**src/rtl/cpu_step_monitor.sv**
```systemverilog
// Board-side front end for the single-cycle CPU: turns the step push-button into a clean
// single-step clock and scans CPU debug buses onto a 4-digit 7-segment display.
module cpu_step_monitor #(
  parameter int DEBOUNCE_CYCLES = 1000000,
  parameter int REFRESH_DIV     = 100000
) (
  input  logic        clk,
  input  logic        reset,
  input  logic        btn_step,
  input  logic [1:0]  sel,
  input  logic [31:0] currPC,
  input  logic [31:0] nextPC,
  input  logic [4:0]  rs,
  input  logic [4:0]  rt,
  input  logic [31:0] rsData,
  input  logic [31:0] rtData,
  input  logic [31:0] alu_res,
  input  logic [31:0] dbData,
  output logic        cpu_clk,
  output logic        step_pulse,
  output logic [15:0] step_count,
  output logic [3:0]  an,
  output logic [7:0]  seg
);

  localparam int DB_W  = (DEBOUNCE_CYCLES > 1) ? $clog2(DEBOUNCE_CYCLES) : 1;
  localparam int REF_W = (REFRESH_DIV > 1) ? $clog2(REFRESH_DIV) : 1;
  localparam logic [DB_W-1:0]  DB_LAST  = DB_W'(DEBOUNCE_CYCLES - 1);
  localparam logic [REF_W-1:0] REF_LAST = REF_W'(REFRESH_DIV - 1);

  // ---------------------------------------------------------------------------
  // Button synchroniser
  // ---------------------------------------------------------------------------
  logic btnMeta;
  logic btnS;

  always_ff @(posedge clk or negedge reset) begin
    if (!reset) begin
      btnMeta <= 1'b0;
      btnS    <= 1'b0;
    end else begin
      btnMeta <= btn_step;
      btnS    <= btnMeta;
    end
  end

  // ---------------------------------------------------------------------------
  // Debounce: the synced level must disagree with the stable level for
  // DEBOUNCE_CYCLES consecutive clocks; any agreeing cycle restarts the count.
  // ---------------------------------------------------------------------------
  logic            stable;
  logic [DB_W-1:0] dbCnt;
  logic            dbFlip;

  assign dbFlip = (btnS != stable) && (dbCnt == DB_LAST);

  always_ff @(posedge clk or negedge reset) begin
    if (!reset) begin
      stable <= 1'b0;
      dbCnt  <= '0;
    end else if (btnS == stable) begin
      dbCnt <= '0;
    end else if (dbCnt == DB_LAST) begin
      stable <= ~stable;
      dbCnt  <= '0;
    end else begin
      dbCnt <= dbCnt + 1'b1;
    end
  end

  assign cpu_clk = stable;

  // Pulse is raised on the same edge that lifts stable, so it covers the first
  // clock of the new high level only.
  always_ff @(posedge clk or negedge reset) begin
    if (!reset) begin
      step_pulse <= 1'b0;
      step_count <= '0;
    end else begin
      step_pulse <= dbFlip & ~stable;
      step_count <= step_count + {15'd0, step_pulse};
    end
  end

  // ---------------------------------------------------------------------------
  // Display value select
  // ---------------------------------------------------------------------------
  logic [15:0] dispValue;
  logic [15:0] dispNext;

  always_comb begin
    dispNext = 16'h0000;
    case (sel)
      2'b00:   dispNext = {currPC[7:0], nextPC[7:0]};
      2'b01:   dispNext = {3'b000, rs, rsData[7:0]};
      2'b10:   dispNext = {3'b000, rt, rtData[7:0]};
      default: dispNext = {alu_res[7:0], dbData[7:0]};
    endcase
  end

  always_ff @(posedge clk or negedge reset) begin
    if (!reset) begin
      dispValue <= '0;
    end else begin
      dispValue <= dispNext;
    end
  end

  // ---------------------------------------------------------------------------
  // Digit scanner
  // ---------------------------------------------------------------------------
  logic [REF_W-1:0] refreshCnt;
  logic [1:0]       digit;

  always_ff @(posedge clk or negedge reset) begin
    if (!reset) begin
      refreshCnt <= '0;
      digit      <= 2'd0;
    end else if (refreshCnt == REF_LAST) begin
      refreshCnt <= '0;
      digit      <= digit + 2'd1;
    end else begin
      refreshCnt <= refreshCnt + 1'b1;
    end
  end

  // ---------------------------------------------------------------------------
  // Nibble select and hex decode; segments are {dp,g,f,e,d,c,b,a}, active-low.
  // ---------------------------------------------------------------------------
  logic [3:0] nibble;
  logic [6:0] hexSeg;
  logic       dpOff;

  always_comb begin
    nibble = 4'h0;
    case (digit)
      2'd0:    nibble = dispValue[3:0];
      2'd1:    nibble = dispValue[7:4];
      2'd2:    nibble = dispValue[11:8];
      default: nibble = dispValue[15:12];
    endcase
  end

  always_comb begin
    hexSeg = 7'h7F;
    case (nibble)
      4'h0: hexSeg = 7'h40;
      4'h1: hexSeg = 7'h79;
      4'h2: hexSeg = 7'h24;
      4'h3: hexSeg = 7'h30;
      4'h4: hexSeg = 7'h19;
      4'h5: hexSeg = 7'h12;
      4'h6: hexSeg = 7'h02;
      4'h7: hexSeg = 7'h78;
      4'h8: hexSeg = 7'h00;
      4'h9: hexSeg = 7'h10;
      4'hA: hexSeg = 7'h08;
      4'hB: hexSeg = 7'h03;
      4'hC: hexSeg = 7'h46;
      4'hD: hexSeg = 7'h21;
      4'hE: hexSeg = 7'h06;
      default: hexSeg = 7'h0E;
    endcase
  end

  // Decimal point on digit 2 separates the two displayed bytes.
  assign dpOff = (digit != 2'd2);

  always_ff @(posedge clk or negedge reset) begin
    if (!reset) begin
      an  <= 4'b1111;
      seg <= 8'hFF;
    end else begin
      an  <= ~(4'b0001 << digit);
      seg <= {dpOff, hexSeg};
    end
  end

  // Only the low bytes of the CPU buses are shown.
  logic unusedBits;
  assign unusedBits = ^{currPC[31:8], nextPC[31:8], rsData[31:8], rtData[31:8],
                        alu_res[31:8], dbData[31:8]};

endmodule

```
**config.mk**
```make
export PLATFORM = sky130hd
export DESIGN_NAME = cpu_step_monitor
export DESIGN_NICKNAME = d
export VERILOG_FILES = /design/src/rtl/cpu_step_monitor.sv
export SDC_FILE = /design/constraint.sdc
export NUM_CORES = 1
export LEC_CHECK = 0
export ABC_AREA = 1
export BUFFER_PORTS_ARGS = -buffer_cell sky130_fd_sc_hd__buf_2
export CORE_ASPECT_RATIO = 0.75
export CORE_MARGIN = 3
export CORE_UTILIZATION = 25
export DETAILED_ROUTE_END_ITERATION = 6
export PLACE_DENSITY = 0.51
export SYNTH_ARGS = -nofsm -noshare
export SYNTH_HDL_FRONTEND = slang
export SYNTH_SLANG_ARGS = --single-unit
export TNS_END_PERCENT = 10
```
**constraint.sdc**
```tcl
create_clock -name clk -period 2.3 [get_ports clk]
set_input_delay 0.115 -clock clk [delete_from_list [all_inputs] [get_ports clk]]
set_output_delay 0.115 -clock clk [all_outputs]
set_load 0.005 [all_outputs]
```
==> impl_metrics.py, run 1 <==
metrics = {
    "logic_synthesis": {
        "synth-main-ff-cell": "dfrtp_1",
        "synth_nets": 780,
        "yosysSeqAreaShare": 0.482,
        "synth_seq_cells": 86,
        "async_flop_share": 1.00,
        "synth_mux_area_frac": 0,
        "synth_cell_type_count": 32,
        "synth-simple-area-share": 0.321,
        "synth_top_family_by_area": "simple AND/OR/NAND/NOR gates",
        "synth-compound-area-share": 0.0304,
        "synth_xor_area_frac": 0.0585,
        "yosysWarnings": 0,
        "avgSynthCellArea_um2": 8.05,
        "synth_cells": 558,
        "synth-adder-area-share": 0.0418,
        "synth_enable_flop_cells": 0,
        "synth.cell_area_um2": 4490,
    },
    "timing": {
        "hold_viol": 0,
        "slew_headroom": 0.430,
        "tightest_slew_ns": 0.851,
        "final.setup_skew_ns": 0.00806,
        "timing.final.ws_setup_ns": 0.331,
        "fin_crit_sh": 0.856,
        "period_needed_ns": 1.97,
        "rsz0062_at_grt": "false",
        "fin_setup_tns_ns": 0,
        "max_freq_mhz": 508,
        "slew_viol_final": 0,
        "setup_viol": 0,
    },
    "grt": {
        "grt_pass1_wl_mm": 17.6,
        "grt_usage": 0.111,
        "grt_pass1_vias": 3718,
        "grt_remaining_overflow": 0,
        "antenna_found_initial": 0,
        "grt_max_degree": 36,
    },
    "clocking": {
        "cts-htree-levels": 3,
        "worstSkewPairLatency_ns": 0.34,
        "cts_buffers": 9,
        "clk_pin_slew_ns": 0.07,
        "cts_root_buf": "clkbuf_16",
        "cts_num_sinks": 86,
        "clock_path_buffers": 2,
        "cts_tree": "built",
    },
    "pwr": {
        "power.density_nw_per_um2": 557,
        "p_leak_nw": 2.94,
        "vdd_drop_max_mv": 0.336,
    },
    "hold_path": {
        "hp-start": "rsData[6]",
        "hold_class": "in2reg",
        "hold_depth": 3,
        "hold_path_end": "dispValue[6]$_DFF_PN0_",
    },
    "drt": {
        "vias_per_cell": 4.07,
        "ant_nets": 0,
        "dr.pass1.iters": 4,
        "wl_per_cell_um": 10.9,
        "num_vias": 3802,
        "routed_wl_mm": 10.2,
        "drt_iter0_markers": 157,
        "post-route-drc-count": 0,
    },
    "status": {
        "outcome": "finished clean",
    },
    "cells_and_area": {
        "nNetsFinal": 916,
        "final_common_cell": "nand2_1",
        "drive_gt1_frac": 0.216,
        "area_growth_pct": 30.5,
        "final_cell_mix": "168 x nand2_1, 91 x buf_2, 75 x dfrtp_1",
        "num_antenna_cells": 0,
    },
    "setup_path": {
        "worstPathArrival_ns": 2.24,
        "worstSetupStartpointType": "flop",
        "cp_data_required_time_ns": 2.57,
        "crit_type": "reg2reg",
        "r2r_cells": 13,
        "regToRegEndpoint": "seg[5]$_DFF_PN1_",
        "cp_max_fo": 6,
        "regToRegSetupSlack_ns": 0.33,
        "r2r-start": "digit[0]$_DFFE_PN0N_",
        "setup.worst_path.end_class": "flop",
    },
    "floorplan": {
        "initial_core_util": 0.261,
        "rows": 41,
        "core_area_um2": 17200,
        "pin_count": 237,
        "dieArea_um2": 19600,
        "die_h_um": 122,
        "die_w_um": 161,
    },
    "placed_design": {
        "pre_cts_slack_ns": 0.249,
        "port_buffers": 92,
        "place.gp.congestion": 0.850,
        "hpwl_mm": 7.76,
    },
    "job": {
        "drv_cap": 0,
    },
}
## state kept, by name, summed over array words and instances, names as in the netlist
register,count
btnS,1
an,4
seg,7
step_pulse,1
step_count,16
dbCnt,20
digit,2
dispValue,16
cpu_clk,1
btnMeta,1
refreshCnt,17
## Yosys cell counts, types with 2 or more instances
| master | instances | share of area |
|---|---|---|
| nor2_1 | 65 | 0.054 |
| nand2_2 | 4 | 0.0056 |
| xnor2_1 | 9 | 0.018 |
| a21oi_1 | 6 | 0.0067 |
| o21ai_0 | 8 | 0.0089 |
| dfstp_2 | 11 | 0.064 |
| a22o_1 | 3 | 0.0059 |
| nor3_4 | 2 | 0.0072 |
| buf_2 | 2 | 0.0022 |
| dfrtp_1 | 75 | 0.42 |
| clkbuf_1 | 3 | 0.0025 |
| nor3_1 | 16 | 0.018 |
| inv_2 | 4 | 0.0033 |
| xor2_1 | 21 | 0.041 |
| nand2_1 | 168 | 0.14 |
| o21bai_1 | 2 | 0.0033 |
| inv_1 | 66 | 0.055 |
| nor2_2 | 7 | 0.0097 |
| nand3_1 | 38 | 0.042 |
| nand4_1 | 22 | 0.031 |
| ha_1 | 15 | 0.042 |
## final cells by class
cell class / instances / area, um^2
Tap cell: 236 / 295
Inverter: 71 / 268
Sequential cell: 86 / 2170
Multi-Input combinational cell: 395 / 2030
Timing Repair Buffer: 131 / 833
Clock buffer: 10 / 229
Fill cell: 1838 / 11400
Clock inverter: 6 / 38.8
## worst max-delay path, stage by stage (launching register included)
cell and delay [ns]:
dfrtp_1 0.40, inv_1 0.10, ha_1 0.22, buf_4 0.15, nand2_1 0.05, nand2_1 0.06
o21ai_0 0.16, buf_4 0.17, inv_1 0.07, ha_1 0.21, nand2_1 0.12, nand2_1 0.07
nand2_1 0.05, nand2_1 0.05
## routing by layer
metal	part of all wire	routed length, um	GRT usage	up-vias
li1	-	-	-	2024
met1	0.51	5170	0.154	1659
met2	0.42	4280	0.166	106
met3	0.059	604	0.0299	13
met4	0.015	158	0.0392	0
met5	0	0	0	-
## through the flow
stage | total power, mW | cells | hold WS [ns] | cell area [um^2] | util
after detailed placement | 1.91 | 888 | 0.114 | 5280 | 0.306
after global routing | 3.45 | 935 | 0.0167 | 5860 | 0.340
final | 3.27 | 935 | 0.0245 | 5860 | 0.340
after CTS | 3.34 | 935 | 0.00214 | 5860 | 0.340
after global placement | 1.91 | 888 | 0.103 | 5280 | 0.306
after floorplan | 1.76 | 558 | -0.181 | 4490 | -
## cell families (layout without fill, tap and decap cells)
logic type,after synthesis,count (layout)
AND/OR/NAND/NOR,329,329
adder cells (fa/ha/maj),15,15
flip-flops,86,86
XOR/XNOR,30,30
AO/OA/AOI/OAI,21,21
buffers and inverters,77,218
## worst max path at each step
stage / startpoint / endpoint / slack [ns] / depth (start not counted)
2_1_floorplan: digit[0]$_DFFE_PN0N_ / seg[5]$_DFF_PN1_ / 0.40 / 11
3_3_place_gp: digit[1]$_DFFE_PN0N_ / seg[3]$_DFF_PN1_ / 0.27 / 11
3_5_place_dp: digit[1]$_DFFE_PN0N_ / seg[3]$_DFF_PN1_ / 0.25 / 11
4_1_cts: digit[1]$_DFFE_PN0N_ / seg[3]$_DFF_PN1_ / 0.22 / 11
5_1_grt: digit[1]$_DFFE_PN0N_ / seg[5]$_DFF_PN1_ / 0.10 / 13
6_report: digit[0]$_DFFE_PN0N_ / seg[5]$_DFF_PN1_ / 0.33 / 13
## power breakdown
group	internal (mW)	total, mW	leakage (nW)	switching (mW)
Combinational	0.162	0.334	1.70	0.172
Sequential	1.58	1.60	1.11	0.0161
Clock	0.728	1.34	0.128	0.608
## repair_timing
action,CTS,global route
buffers inserted,0,0
hold endpoints to repair,43,0
hold buffers,31,0
setup endpoints to repair,0,2
gates resized for setup,0,1
(Power assumes the default switching activity.)
==> run 2: changes to the inputs <==
Settings changed: CORE_UTILIZATION 25 to 30, PLACE_DENSITY 0.51 to 0.58.
==> impl_metrics.py, run 2 (synthesized netlist as in run 1, its figures left out) <==
metrics = {
    "placed_design": {
        "hpwl_mm": 7.15,
        "place_area_um2": 5210,
        "place.gp.congestion": 0.842,
        "port_buffers": 92,
    },
    "drt": {
        "met3_length_um": 495,
        "wl_met1_mm": 4.77,
        "vias_per_cell": 4.33,
        "met2_length_mm": 4.09,
        "routed_wl_mm": 9.47,
        "drt_iter0_markers": 222,
        "num_vias": 3835,
        "post-route-drc-count": 0,
        "dr.pass1.iters": 4,
        "top_layer": "met4",
        "ant_nets": 0,
        "wl_per_cell_um": 10.7,
    },
    "setup_path": {
        "r2r-start": "digit[1]$_DFFE_PN0N_",
        "regToRegSetupSlack_ns": 0.22,
        "cp.depth": 11,
        "crit_type": "reg2reg",
        "r2r_cells": 11,
        "crit_path_frequent_cell": "nand2_1",
        "crit_buf_inv": 2,
        "startpoint": "digit[1]$_DFFE_PN0N_",
        "worstPathCellList": "inv_1 > ha_1 > nand2_1 > nand2_1 > nor2_1 > nor2_1 > inv_1 > ha_1 > nand2_1 > nand3_1 > nand2_1",
        "cp_data_required_time_ns": 2.58,
        "crit_family": "simple AND/OR/NAND/NOR gates",
        "worstPathArrival_ns": 2.36,
        "endpoint": "seg[3]$_DFF_PN1_",
        "regToRegEndpoint": "seg[3]$_DFF_PN1_",
        "cp_slowest_cell": "dfrtp_1",
        "setup.worst_path.end_class": "flop",
        "cp_max_fo": 5,
        "max_stage_delay_ns": 0.42,
        "worstSetupStartpointType": "flop",
    },
    "clocking": {
        "cts_tree": "built",
        "clk_pin_slew_ns": 0.06,
        "clock_path_buffers": 2,
        "cts_root_buf": "clkbuf_16",
        "cts_buffers": 9,
        "worstSkewPairLatency_ns": 0.33,
        "cts_setup_buffers": 0,
        "cts-htree-levels": 3,
        "cts_num_sinks": 86,
    },
    "floorplan": {
        "initial_core_util": 0.309,
        "die_w_um": 147,
        "core_area_um2": 14500,
        "die_h_um": 112,
        "rows": 38,
        "dieArea_um2": 16500,
        "pin_count": 237,
    },
    "pwr": {
        "power.density_nw_per_um2": 607,
        "vdd_drop_max_mv": 0.369,
        "power.total_mw": 3.50,
        "p_leak_nw": 2.91,
    },
    "timing": {
        "tightest_slew_ns": 0.874,
        "fin_crit_sh": 0.906,
        "hold_viol": 0,
        "slew_headroom": 0.415,
        "fin_setup_tns_ns": 0,
        "max_freq_mhz": 480,
        "slew_viol_final": 0,
        "setup_viol": 0,
        "period_needed_ns": 2.08,
        "rsz0062_at_grt": "false",
        "final.setup_skew_ns": 0.00531,
    },
    "cells_and_area": {
        "area_growth_pct": 28.2,
        "num_antenna_cells": 0,
        "nNetsFinal": 902,
        "regMostFlops": "dbCnt",
        "drive_gt1_frac": 0.213,
        "final_cell_mix": "168 x nand2_1, 91 x buf_2, 75 x dfrtp_1",
        "largest_reg_flops": 20,
        "final_common_cell": "nand2_1",
        "design_area_um2": 5760,
        "seqCellArea_um2": 2170,
        "largestRegisters": "dbCnt (20), refreshCnt (17)",
        "fillers": 1462,
        "multi_input_area_um2": 2030,
    },
    "grt": {
        "grt_remaining_overflow": 0,
        "antenna_found_initial": 0,
        "grt_pass1_vias": 3741,
        "grt_max_degree": 64,
        "grt_pass1_wl_mm": 16.8,
        "grt_usage": 0.123,
    },
    "job": {
        "drv_cap": 0,
    },
    "status": {
        "outcome": "finished clean",
    },
    "hold_path": {
        "hold_class": "in2reg",
    },
}
[run 2: cell count changes in the layout (fill, tap and decap cells not counted), sizes merged, moves of 2 or more]
cell,change
clkinv,-2
bufinv,+2
inv,+3
buf,-5
dlygate4sd3,-9
clkinvlp,-2
[run 2: metrics by stage]
step | util | setup WS (ns) | hold WS [ns] | std cells
after floorplan | - | 0.404 | -0.181 | 558
after global placement | 0.358 | 0.235 | 0.0435 | 847
after detailed placement | 0.358 | 0.231 | 0.0436 | 847
after CTS | 0.396 | 0.211 | 0.0000695 | 885
after global routing | 0.396 | 0.0815 | 0.0146 | 885
final | 0.396 | 0.217 | 0.0161 | 885
[run 2: worst reg2reg max path, stage by stage (launching register included)]
cell and delay [ns]:
dfrtp_1 0.42, inv_1 0.13, ha_1 0.29, nand2_1 0.08, nand2_1 0.08, nor2_1 0.04, nor2_1 0.26, inv_1 0.18
ha_1 0.33, nand2_1 0.07, nand3_1 0.06, nand2_1 0.08
[run 2: cell type report]
class | instances | area share
Sequential cell | 86 | 0.376
Clock inverter | 7 | 0.0178
Tap cell | 200 | 0.0434
Clock buffer | 9 | 0.0391
Timing Repair Buffer | 117 | 0.125
Multi-Input combinational cell | 395 | 0.352
Inverter | 71 | 0.0465
[run 2: power by group]
part | internal [mW] | switching (mW) | total, mW | leakage (nW)
Combinational | 0.144 | 0.167 | 0.311 | 1.64
Sequential | 1.58 | 0.0149 | 1.59 | 1.11
Clock | 0.967 | 0.625 | 1.59 | 0.162
[run 2: metal layers]
layer | track usage | up-vias
met5 | 0 | -
met4 | 0.0385 | 0
met3 | 0.0273 | 10
met2 | 0.195 | 106
met1 | 0.168 | 1723
li1 | - | 1996
[run 2: what timing repair did]
item,4_1_cts,5_1_grt
endpoints found under the hold margin,38,0
resized for setup,0,0
hold buffers,22,0
[run 2: worst min path at each step]
stage	startpoint	to	slack (ns)	cells after the start
floorplan	reset	btnMeta$_DFF_PN0_	-0.18	0
global placement	reset	step_count[7]$_DFF_PN0_	0.04	1
detailed placement	reset	step_count[7]$_DFF_PN0_	0.04	1
CTS	nextPC[1]	dispValue[1]$_DFF_PN0_	0.00007	3
global route	currPC[7]	dispValue[15]$_DFF_PN0_	0.01	2
finish	rsData[5]	dispValue[5]$_DFF_PN0_	0.02	3
==> run 3: changes to the inputs <==
Settings changed: HOLD_SLACK_MARGIN from default to 0.06.
==> impl_metrics.py, run 3 (synthesized netlist as in run 1, its figures left out) <==
metrics = {
    "clocking": {
        "cts_setup_buffers": 0,
        "worstSkewPairLatency_ns": 0.33,
        "cts-htree-levels": 3,
        "clk_pin_slew_ns": 0.07,
        "cts_root_buf": "clkbuf_16",
        "cts_resized": 0,
        "cts_hold_buffers": 34,
        "cts_num_sinks": 86,
        "clock_path_buffers": 2,
        "cts_tree": "built",
        "cts_buffers": 9,
    },
    "timing": {
        "hold_viol": 0,
        "fin_setup_tns_ns": 0,
        "max_freq_mhz": 480,
        "period_needed_ns": 2.08,
        "tightest_slew_ns": 0.844,
        "setup_viol": 0,
        "final.setup_skew_ns": 0.00618,
        "slew_headroom": 0.436,
        "slew_viol_final": 0,
        "fin_crit_sh": 0.905,
        "rsz0062_at_grt": "false",
    },
    "drt": {
        "post-route-drc-count": 0,
        "routed_wl_mm": 9.46,
        "num_vias": 3870,
        "ant_nets": 0,
        "drt_iter0_markers": 229,
        "vias_per_cell": 4.31,
        "dr.pass1.iters": 5,
        "wl_per_cell_um": 10.5,
    },
    "floorplan": {
        "pin_count": 237,
        "rows": 38,
        "die_h_um": 112,
        "core_area_um2": 14500,
        "dieArea_um2": 16500,
        "die_w_um": 147,
        "initial_core_util": 0.309,
    },
    "cells_and_area": {
        "multi_input_area_um2": 2030,
        "fin_cells": 897,
        "area_growth_pct": 30.9,
        "num_antenna_cells": 0,
        "largest_reg_flops": 20,
        "final_cell_mix": "168 x nand2_1, 91 x buf_2, 75 x dfrtp_1",
        "fillers": 1453,
        "regMostFlops": "dbCnt",
        "drive_gt1_frac": 0.209,
        "largestRegisters": "dbCnt (20), refreshCnt (17)",
        "nNetsFinal": 914,
        "seqCellArea_um2": 2170,
        "final_common_cell": "nand2_1",
    },
    "hold_path": {
        "hold_class": "in2async",
    },
    "grt": {
        "grt_remaining_overflow": 0,
        "grt_usage": 0.123,
        "grt_pass1_wl_mm": 16.9,
        "grt_max_degree": 64,
        "antenna_found_initial": 0,
        "grt_pass1_vias": 3791,
    },
    "status": {
        "outcome": "finished clean",
    },
    "pwr": {
        "p_leak_nw": 2.97,
        "vdd_drop_max_mv": 0.370,
        "power.total_mw": 3.52,
        "power.density_nw_per_um2": 599,
    },
    "job": {
        "drv_cap": 0,
    },
    "placed_design": {
        "post-place-cells": 847,
        "port_buffers": 92,
        "hpwl_mm": 7.15,
        "place.gp.congestion": 0.842,
    },
    "setup_path": {
        "crit_type": "reg2reg",
        "cp_data_required_time_ns": 2.57,
        "worstPathArrival_ns": 2.36,
        "r2r-start": "digit[1]$_DFFE_PN0N_",
        "regToRegEndpoint": "seg[3]$_DFF_PN1_",
        "cp_max_fo": 5,
        "r2r_cells": 11,
        "worstSetupStartpointType": "flop",
        "regToRegSetupSlack_ns": 0.22,
        "setup.worst_path.end_class": "flop",
    },
}
-- run 3: cell types whose count changed in the layout (fill, tap and decap cells not counted) --
cell,change
dlygate4sd3_1,+12
-- run 3: per-layer routing --
metal	vias to the layer above	track usage	routed length [um]	share of wire
met4	0	0.0385	135	0.014
met1	1724	0.167	4720	0.50
met3	11	0.0273	531	0.056
met5	-	0	0	0
li1	2019	-	-	-
met2	116	0.196	4070	0.43
-- run 3: area by class of cell --
class	instances	area share
timing repair buffer	129	0.143
clock buffer	9	0.0383
sequential	86	0.368
inverter	71	0.0455
tap	200	0.0426
clock inverter	7	0.0175
multi-input combinational	395	0.345
-- run 3: worst max path at each step --
stage          depth (start not counted)            startpoint  slack (ns)                to
2_1_floorplan                         11  digit[0]$_DFFE_PN0N_        0.40  seg[5]$_DFF_PN1_
3_3_place_gp                          11  digit[1]$_DFFE_PN0N_        0.24  seg[3]$_DFF_PN1_
3_5_place_dp                          11  digit[1]$_DFFE_PN0N_        0.23  seg[3]$_DFF_PN1_
4_1_cts                               11  digit[1]$_DFFE_PN0N_        0.21  seg[3]$_DFF_PN1_
5_1_grt                               11  digit[1]$_DFFE_PN0N_        0.08  seg[3]$_DFF_PN1_
6_report                              11  digit[1]$_DFFE_PN0N_        0.22  seg[3]$_DFF_PN1_
-- run 3: report_power, final --
group / total, mW / switching (mW) / internal [mW]
Sequential: 1.59 / 0.0150 / 1.58
Clock: 1.59 / 0.623 / 0.967
Combinational: 0.334 / 0.169 / 0.166
-- run 3: critical path, cell delays in order, from the launching register on --
cell and delay (ns):
dfrtp_1 0.42, inv_1 0.13, ha_1 0.29, nand2_1 0.08
nand2_1 0.08, nor2_1 0.04, nor2_1 0.26, inv_1 0.18
ha_1 0.33, nand2_1 0.07, nand3_1 0.06, nand2_1 0.08
-- run 3: metrics by stage --
| step | instance area [um^2] | setup slack (ns) | utilization | hold WS [ns] |
|---|---|---|---|---|
| 2_1_floorplan | 4490 | 0.404 | - | -0.181 |
| 3_3_place_gp | 5210 | 0.235 | 0.358 | 0.0435 |
| 3_5_place_dp | 5210 | 0.231 | 0.358 | 0.0436 |
| 4_1_cts | 5880 | 0.211 | 0.404 | 0.229 |
| 5_1_grt | 5880 | 0.0815 | 0.404 | 0.245 |
| 6_report | 5880 | 0.218 | 0.404 | 0.224 |
